$ cat src/rtl/maj7_pkg.sv
// Shared definitions for the 7-input truth-table sweeper: sweep FSM states,
// input/minterm counts and the truth-table / minterm-index types.
package maj7_pkg;

    localparam int unsigned NUM_IN       = 7;
    localparam int unsigned NUM_MINTERMS = 128;

    typedef logic [NUM_MINTERMS-1:0] tt_t;
    typedef logic [NUM_IN-1:0]       idx_t;

    typedef enum logic [1:0] {
        StIdle,
        StSweep,
        StDrain,
        StDone
    } state_e;

endpackage

$ cat src/rtl/maj7_tt_sweeper_if.sv
// Bundle between the sweeper, the test harness and the network under test.
//   master : harness side (drives start/expect_tt, supplies the network output y)
//   slave  : sweeper side (drives minterm x, status and captured table)
interface maj7_tt_sweeper_if;
    import maj7_pkg::*;

    logic       start;
    tt_t        expect_tt;
    idx_t       x;
    logic       y;
    logic       busy;
    logic       done;
    tt_t        tt;
    logic       match;
    idx_t       first_mm;
    logic [7:0] mm_cnt;

    modport master (
        output start, expect_tt, y,
        input  x, busy, done, tt, match, first_mm, mm_cnt
    );

    modport slave (
        input  start, expect_tt, y,
        output x, busy, done, tt, match, first_mm, mm_cnt
    );

endinterface

$ cat src/rtl/maj7_capture_pipe.sv
// (valid, index) delay line that tracks the latency of the attached network.
//   clk, rst_n          : clock, asynchronous active-low reset
//   in_valid, in_idx    : minterm issued this cycle
//   out_valid, out_idx  : minterm whose network output is on y this cycle
//   empty               : no entry will remain in the line after this edge
// With LAT = 0 the line is a wire: the issue stage is the capture stage.
module maj7_capture_pipe
    import maj7_pkg::*;
#(
    parameter int unsigned LAT = 0
) (
    input  logic clk,
    input  logic rst_n,
    input  logic in_valid,
    input  idx_t in_idx,
    output logic out_valid,
    output idx_t out_idx,
    output logic empty
);

    if (LAT == 0) begin : g_comb
        logic unused_clk_rst;
        assign unused_clk_rst = clk ^ rst_n;
        assign out_valid      = in_valid;
        assign out_idx        = in_idx;
        assign empty          = 1'b1;
    end else begin : g_reg
        logic [LAT-1:0] vld_q;
        idx_t           idx_q [LAT];

        always_ff @(posedge clk or negedge rst_n) begin
            if (!rst_n) begin
                vld_q <= '0;
                for (int i = 0; i < int'(LAT); i++) idx_q[i] <= '0;
            end else begin
                vld_q[0] <= in_valid;
                idx_q[0] <= in_idx;
                for (int i = 1; i < int'(LAT); i++) begin
                    vld_q[i] <= vld_q[i-1];
                    idx_q[i] <= idx_q[i-1];
                end
            end
        end

        // The last stage is consumed on this edge, so only earlier stages
        // (and the issue input, idle while draining) keep the line occupied.
        always_comb begin
            empty = 1'b1;
            for (int i = 0; i < int'(LAT) - 1; i++) begin
                if (vld_q[i]) empty = 1'b0;
            end
        end

        assign out_valid = vld_q[LAT-1];
        assign out_idx   = idx_q[LAT-1];
    end

endmodule

$ cat src/rtl/maj7_tt_sweeper.sv
// Sequential truth-table extractor for a 7-input network. On an accepted start
// it issues minterms 0..127 on x, one per cycle, captures y LAT cycles later
// into tt, and reports whether tt equals the expected table latched at start.
//   clk, rst_n : clock, asynchronous active-low reset
//   bus        : maj7_tt_sweeper_if.slave (start, expect_tt, y in;
//                x, busy, done, tt, match, first_mm, mm_cnt out)
//   LAT        : register stages inside the attached network, 0..7
// Build option: MAJ7_MISMATCH_LOG_EN adds the per-capture comparator that
// records the lowest mismatching minterm (first_mm) and the mismatch count
// (mm_cnt); without it both read 0 and match is a full-table compare in DONE.
module maj7_tt_sweeper
    import maj7_pkg::*;
#(
    parameter int unsigned LAT = 0
) (
    input  logic              clk,
    input  logic              rst_n,
    maj7_tt_sweeper_if.slave  bus
);

    localparam logic [7:0] LastIdx = 8'(NUM_MINTERMS - 1);

    state_e     state_q, state_d;
    logic [7:0] cnt_q;
    tt_t        exp_q;
    tt_t        tt_q;
    logic       match_q;
    logic       match_now;
    logic       accept;
    logic       issue;
    logic       busy;
    logic       done;
    logic       cap_valid;
    idx_t       cap_idx;
    logic       pipe_empty;

    assign accept = (state_q == StIdle) && bus.start;

    maj7_capture_pipe #(
        .LAT (LAT)
    ) u_pipe (
        .clk       (clk),
        .rst_n     (rst_n),
        .in_valid  (issue),
        .in_idx    (cnt_q[NUM_IN-1:0]),
        .out_valid (cap_valid),
        .out_idx   (cap_idx),
        .empty     (pipe_empty)
    );

    always_ff @(posedge clk or negedge rst_n) begin
        if (!rst_n) state_q <= StIdle;
        else        state_q <= state_d;
    end

    always_comb begin
        state_d = state_q;
        case (state_q)
            StIdle:  if (bus.start) state_d = StSweep;
            StSweep: if (cnt_q == LastIdx) state_d = (LAT == 0) ? StDone : StDrain;
            StDrain: if (pipe_empty) state_d = StDone;
            StDone:  state_d = StIdle;
            default: state_d = StIdle;
        endcase
    end

    always_comb begin
        issue = 1'b0;
        busy  = 1'b0;
        done  = 1'b0;
        case (state_q)
            StSweep: begin
                issue = 1'b1;
                busy  = 1'b1;
            end
            StDrain: busy = 1'b1;
            StDone:  done = 1'b1;
            default: ;
        endcase
    end

    always_ff @(posedge clk or negedge rst_n) begin
        if (!rst_n) begin
            cnt_q   <= '0;
            exp_q   <= '0;
            tt_q    <= '0;
            match_q <= 1'b0;
        end else if (accept) begin
            cnt_q   <= '0;
            exp_q   <= bus.expect_tt;
            tt_q    <= '0;
            match_q <= 1'b0;
        end else begin
            // Counter parks on the last minterm so x holds 127 while draining.
            if (state_q == StSweep && cnt_q != LastIdx) cnt_q <= cnt_q + 8'd1;
            if (cap_valid) tt_q[cap_idx] <= bus.y;
            if (state_q == StDone) match_q <= match_now;
        end
    end

`ifdef MAJ7_MISMATCH_LOG_EN
    idx_t       first_q;
    logic [7:0] mm_cnt_q;

    // Captures arrive in ascending index order, so the first logged mismatch
    // is the lowest one.
    always_ff @(posedge clk or negedge rst_n) begin
        if (!rst_n) begin
            first_q  <= '0;
            mm_cnt_q <= '0;
        end else if (accept) begin
            first_q  <= '0;
            mm_cnt_q <= '0;
        end else if (cap_valid && (bus.y != exp_q[cap_idx])) begin
            if (mm_cnt_q == 8'd0) first_q <= cap_idx;
            mm_cnt_q <= mm_cnt_q + 8'd1;
        end
    end

    assign match_now    = (mm_cnt_q == 8'd0);
    assign bus.first_mm = first_q;
    assign bus.mm_cnt   = mm_cnt_q;
`else
    assign match_now    = (tt_q == exp_q);
    assign bus.first_mm = '0;
    assign bus.mm_cnt   = '0;
`endif

    // During DONE the final result is shown directly; it is then held.
    assign bus.match = (state_q == StDone) ? match_now : match_q;
    assign bus.x     = cnt_q[NUM_IN-1:0];
    assign bus.busy  = busy;
    assign bus.done  = done;
    assign bus.tt    = tt_q;

endmodule
$ cat src/flat_wrapper.sv
// flat-port wrapper written by rule: the top's interface ports become plain ports
module maj7_tt_sweeper_flat import maj7_pkg::*;
#(
    parameter int unsigned LAT = 0
)
  (clk, rst_n, bus_start, bus_expect_tt, bus_y, bus_x, bus_busy, bus_done, bus_tt, bus_match, bus_first_mm, bus_mm_cnt);
  maj7_tt_sweeper_if bus_i ();
  input  logic clk;
  input  logic rst_n;
  input wire logic [$bits(bus_i.start)-1:0] bus_start;
  input wire logic [$bits(bus_i.expect_tt)-1:0] bus_expect_tt;
  input wire logic [$bits(bus_i.y)-1:0] bus_y;
  output wire logic [$bits(bus_i.x)-1:0] bus_x;
  output wire logic [$bits(bus_i.busy)-1:0] bus_busy;
  output wire logic [$bits(bus_i.done)-1:0] bus_done;
  output wire logic [$bits(bus_i.tt)-1:0] bus_tt;
  output wire logic [$bits(bus_i.match)-1:0] bus_match;
  output wire logic [$bits(bus_i.first_mm)-1:0] bus_first_mm;
  output wire logic [$bits(bus_i.mm_cnt)-1:0] bus_mm_cnt;
  assign bus_i.start = bus_start;
  assign bus_i.expect_tt = bus_expect_tt;
  assign bus_i.y = bus_y;
  assign bus_x = bus_i.x;
  assign bus_busy = bus_i.busy;
  assign bus_done = bus_i.done;
  assign bus_tt = bus_i.tt;
  assign bus_match = bus_i.match;
  assign bus_first_mm = bus_i.first_mm;
  assign bus_mm_cnt = bus_i.mm_cnt;
  maj7_tt_sweeper #(.LAT(LAT)) u_core (.clk(clk), .rst_n(rst_n), .bus(bus_i));
endmodule
$ cat config.mk
export PLATFORM = sky130hd
export DESIGN_NAME = maj7_tt_sweeper_flat
export DESIGN_NICKNAME = d
export VERILOG_FILES = /design/src/rtl/maj7_pkg.sv /design/src/rtl/maj7_tt_sweeper_if.sv /design/src/rtl/maj7_capture_pipe.sv /design/src/rtl/maj7_tt_sweeper.sv /design/src/flat_wrapper.sv
export SDC_FILE = /design/constraint.sdc
export NUM_CORES = 1
export LEC_CHECK = 0
export BUFFER_PORTS_ARGS = -buffer_cell sky130_fd_sc_hd__buf_4
export CORE_UTILIZATION = 49
export DETAILED_ROUTE_END_ITERATION = 10
export PLACE_DENSITY = 0.76
export RECOVER_POWER = 50
export SLEW_MARGIN = 20
export SYNTH_ARGS = -nofsm -noshare
export SYNTH_HDL_FRONTEND = slang
export SYNTH_SLANG_ARGS = --single-unit
$ cat constraint.sdc
create_clock -name clk -period 1.9 [get_ports clk]
set_input_delay 0.095 -clock clk [delete_from_list [all_inputs] [get_ports clk]]
set_output_delay 0.095 -clock clk [all_outputs]
set_load 0.1 [all_outputs]
==> flow_metrics.env <==
export IMPL_routabilityCongestion=0.968
export IMPL_viasPerCell=5.95
export IMPL_cts_made_buffers=29
export IMPL_drtIter0Drc=1843
export IMPL_port_buffer_count=269
export IMPL_synth_warnings=0
export IMPL_period_share_pct=148
export IMPL_cp_end_kind="output pin"
export IMPL_outcome="finished with violations"
export IMPL_finalCoreUtilization_pct=78.5
export IMPL_die_y_microns=163
export IMPL_vias=13400
export IMPL_finalHoldWorstSlack_ps=70.0
export IMPL_synth_edf_count=0
export IMPL_async_flop_share_pct=100
export IMPL_power_leakage_nw=8.90
export IMPL_antenna_diode_count=0
export IMPL_cp_arrival_ps=2710
export IMPL_drive_gt1_share_pct=45.3
export IMPL_p_per_area_nw_per_um2=670
export IMPL_p_clk_share_pct=45.2
export IMPL_fill_cells=1633
export IMPL_grt_overflow=0
export IMPL_synth_area_leader_cell="dfrtp_1"
export IMPL_setup_viol=5
export IMPL_layout_setup_ws_ps=-905
export IMPL_power_share_sequential_pct=43.5
export IMPL_core_sq_um=25300
export IMPL_synth_area_leaders="dfrtp_1 53%, mux2_2 8.9%, nand3_1 5.5%"
export IMPL_rsz0062_at_grt="true"
export IMPL_hp_class="primary input to flop"
export IMPL_clockRootBuffer="clkbuf_16"
export IMPL_startpoint_type="flop"
export IMPL_antenna_found_initial=0
export IMPL_fin_crit_ps=2800
export IMPL_ir_worst_vdd_v=0.000716
export IMPL_cts_htree_levels=1
export IMPL_ys_ff_latch=267
export IMPL_worst_slew_pin_slew_ps=1430
export IMPL_final_net_count=2035
export IMPL_regArea_sq_um=6840
export IMPL_clk_pin_slew_ps=70
export IMPL_hold_viol=0
export IMPL_p_comb_share_pct=11.3
export IMPL_relSlewSlack_pct=4.42
export IMPL_synth_cell_types=45
export IMPL_fmaxAchievable_mhz=357
export IMPL_dpl_hpwl_mm=37.6
export IMPL_switching_power_w=0.00341
export IMPL_switching_share_pct=25.6
export IMPL_dieArea_sq_um=26600
export IMPL_drv_cap=0
export IMPL_tritoncts="done"
export IMPL_power_internal_w=0.00991
export IMPL_insertion_delay_ps=560
export IMPL_skew_ps=10.4
export IMPL_seq_area_frac_synth_pct=52.6
export IMPL_syn_instance_count=1257
export IMPL_start_util_pct=50.1
export IMPL_drv_slew=0
export IMPL_routed_wl_mm=56.0
export IMPL_post_synth_top_count_cell="dfrtp_1"
export IMPL_synthFlopType="dfrtp_1"
export IMPL_clockBufferDepth=3
export IMPL_grt_max_degree=65
export IMPL_syn_avg_cell_area_sq_um=10.1
export IMPL_worstPathMaxFanout=2
export IMPL_wire_per_inst_microns=24.9
export IMPL_grt_util_all_layers_pct=40.7
export IMPL_netlist_top_cells_count="267 x dfrtp_1, 140 x nand3_1, 130 x a21oi_1"
export IMPL_failed_checks="negative setup slack"
export IMPL_row_count=58
export IMPL_drt_antenna_violating_nets=0
export IMPL_first_global_vias=13500
export IMPL_path_class="flop to output pin"
export IMPL_pin_count=285
export IMPL_die_x_microns=163
export IMPL_drt_pass1_iter_count=9
export IMPL_required_ps=1800
export IMPL_syn_area_sq_um=12700
export IMPL_grt_pass1_wl_mm=80.0
export IMPL_areaGrowthSynthToFinish_pct=56.5
export IMPL_cts_sinks=267
export IMPL_yosysTopAreaCellShare_pct=52.6
export IMPL_drc_errors=0
export IMPL_multi_input_comb_area_sq_um=5750
state kept, by name (all words and copies together) (netlist names):
| name | flops |
|---|---|
| u_core.cnt_q | 8 |
| u_core.state_q | 2 |
| u_core.exp_q | 128 |
| u_core.bus.tt | 128 |
| u_core.match_q | 1 |
worst paths after layout:
path / from / end / slack (ps) / cells past startpoint
setup reg to reg: u_core.bus.tt[35] / u_core.match_q / -420 / 8
setup / recovery: u_core.bus.tt[35] / bus_match / -900 / 7
max in group asynchronous: rst_n / u_core.bus.tt[23] / 100 / 3
min in group asynchronous: rst_n / u_core.exp_q[67] / 420 / 2
hold / removal: bus_y / u_core.bus.tt[73] / 70 / 3
hold reg to reg: u_core.exp_q[42] / u_core.exp_q[42] / 530 / 1
cell type report:
type                       instances  share of cell area, %
sequential                       267                   34.4
multi-input combinational        861                   28.9
timing repair buffer             690                   28.5
clock buffer                      43                   4.47
tap                              330                   2.08
inverter                          49                  0.926
clock inverter                    10                  0.630
logic make-up (layout without fill, tap and decap cells):
group / Yosys count / in the layout / synth area share [%]
and+or+nand+nor: 327 / 328 / 13.3
other: 1 / 15 / 0.0295
AOI/OAI and AO/OA: 334 / 334 / 14.3
DFF: 267 / 267 / 52.6
xor gates and xnor gates: 77 / 77 / 5.31
adders and majority gates: 5 / 5 / 0.493
buffers and inverters: 144 / 792 / 4.97
muxes: 102 / 102 / 9.03
critical path, cell delays in order, from the launching register on:
cell	delay [ps]
dfrtp_4	490
xnor2_2	160
nand4_1	190
or4_4	470
nor4_4	300
nand3_2	150
o22ai_4	180
buf_12	210
layout by cell type (no fill, tap or decap), types with 46 or more instances in the layout:
cell type,instances
nand3_1,138
o21ai_1,56
dfrtp_1,158
dfrtp_2,100
clkbuf_2,65
o21ai_0,99
dlygate4sd3_1,130
a21oi_1,122
mux2_2,99
xor2_1,54
buf_4,459
nand2_1,54
inv_1,46
metal layers:
metal  global-route usage, %  routed length, microns  up-vias
li1                        -                       -     5702
met1                    51.5                   20500     6476
met2                    65.4                   26200      984
met3                    8.38                    5860      234
met4                    22.3                    3450        0
met5                       0                       0        -
power groups by stage:
stage               Clock (W)  Sequential (W)  Combinational [W]
floorplan                   0         0.00629           0.000276
global placement            0         0.00590            0.00127
detailed placement          0         0.00590            0.00128
CTS                   0.00600         0.00580            0.00150
global route          0.00628         0.00580            0.00156
finish                0.00602         0.00580            0.00150
metrics by stage:
stage	cells	setup TNS (ps)	worst slack, ps	area [sq um]	power [W]
finish	2250	-1410	-905	19900	0.0133
detailed placement	2046	-2430	-880	17100	0.00718
CTS	2230	-1260	-883	19600	0.0133
floorplan	1271	-1990	-534	12900	0.00657
global route	2250	-11690	-965	19900	0.0136
global placement	2046	-1770	-880	17100	0.00717
repair_timing:
action                                 CTS  global route
pin swaps                                8            15
cloned                                   0             8
setup endpoints to repair               57           192
hold buffers                           130             0
setup buffers                            1            13
gates resized for setup                 22            79
endpoints found under the hold margin  396             0
No activity file was read; power rests on OpenSTA's default activity.
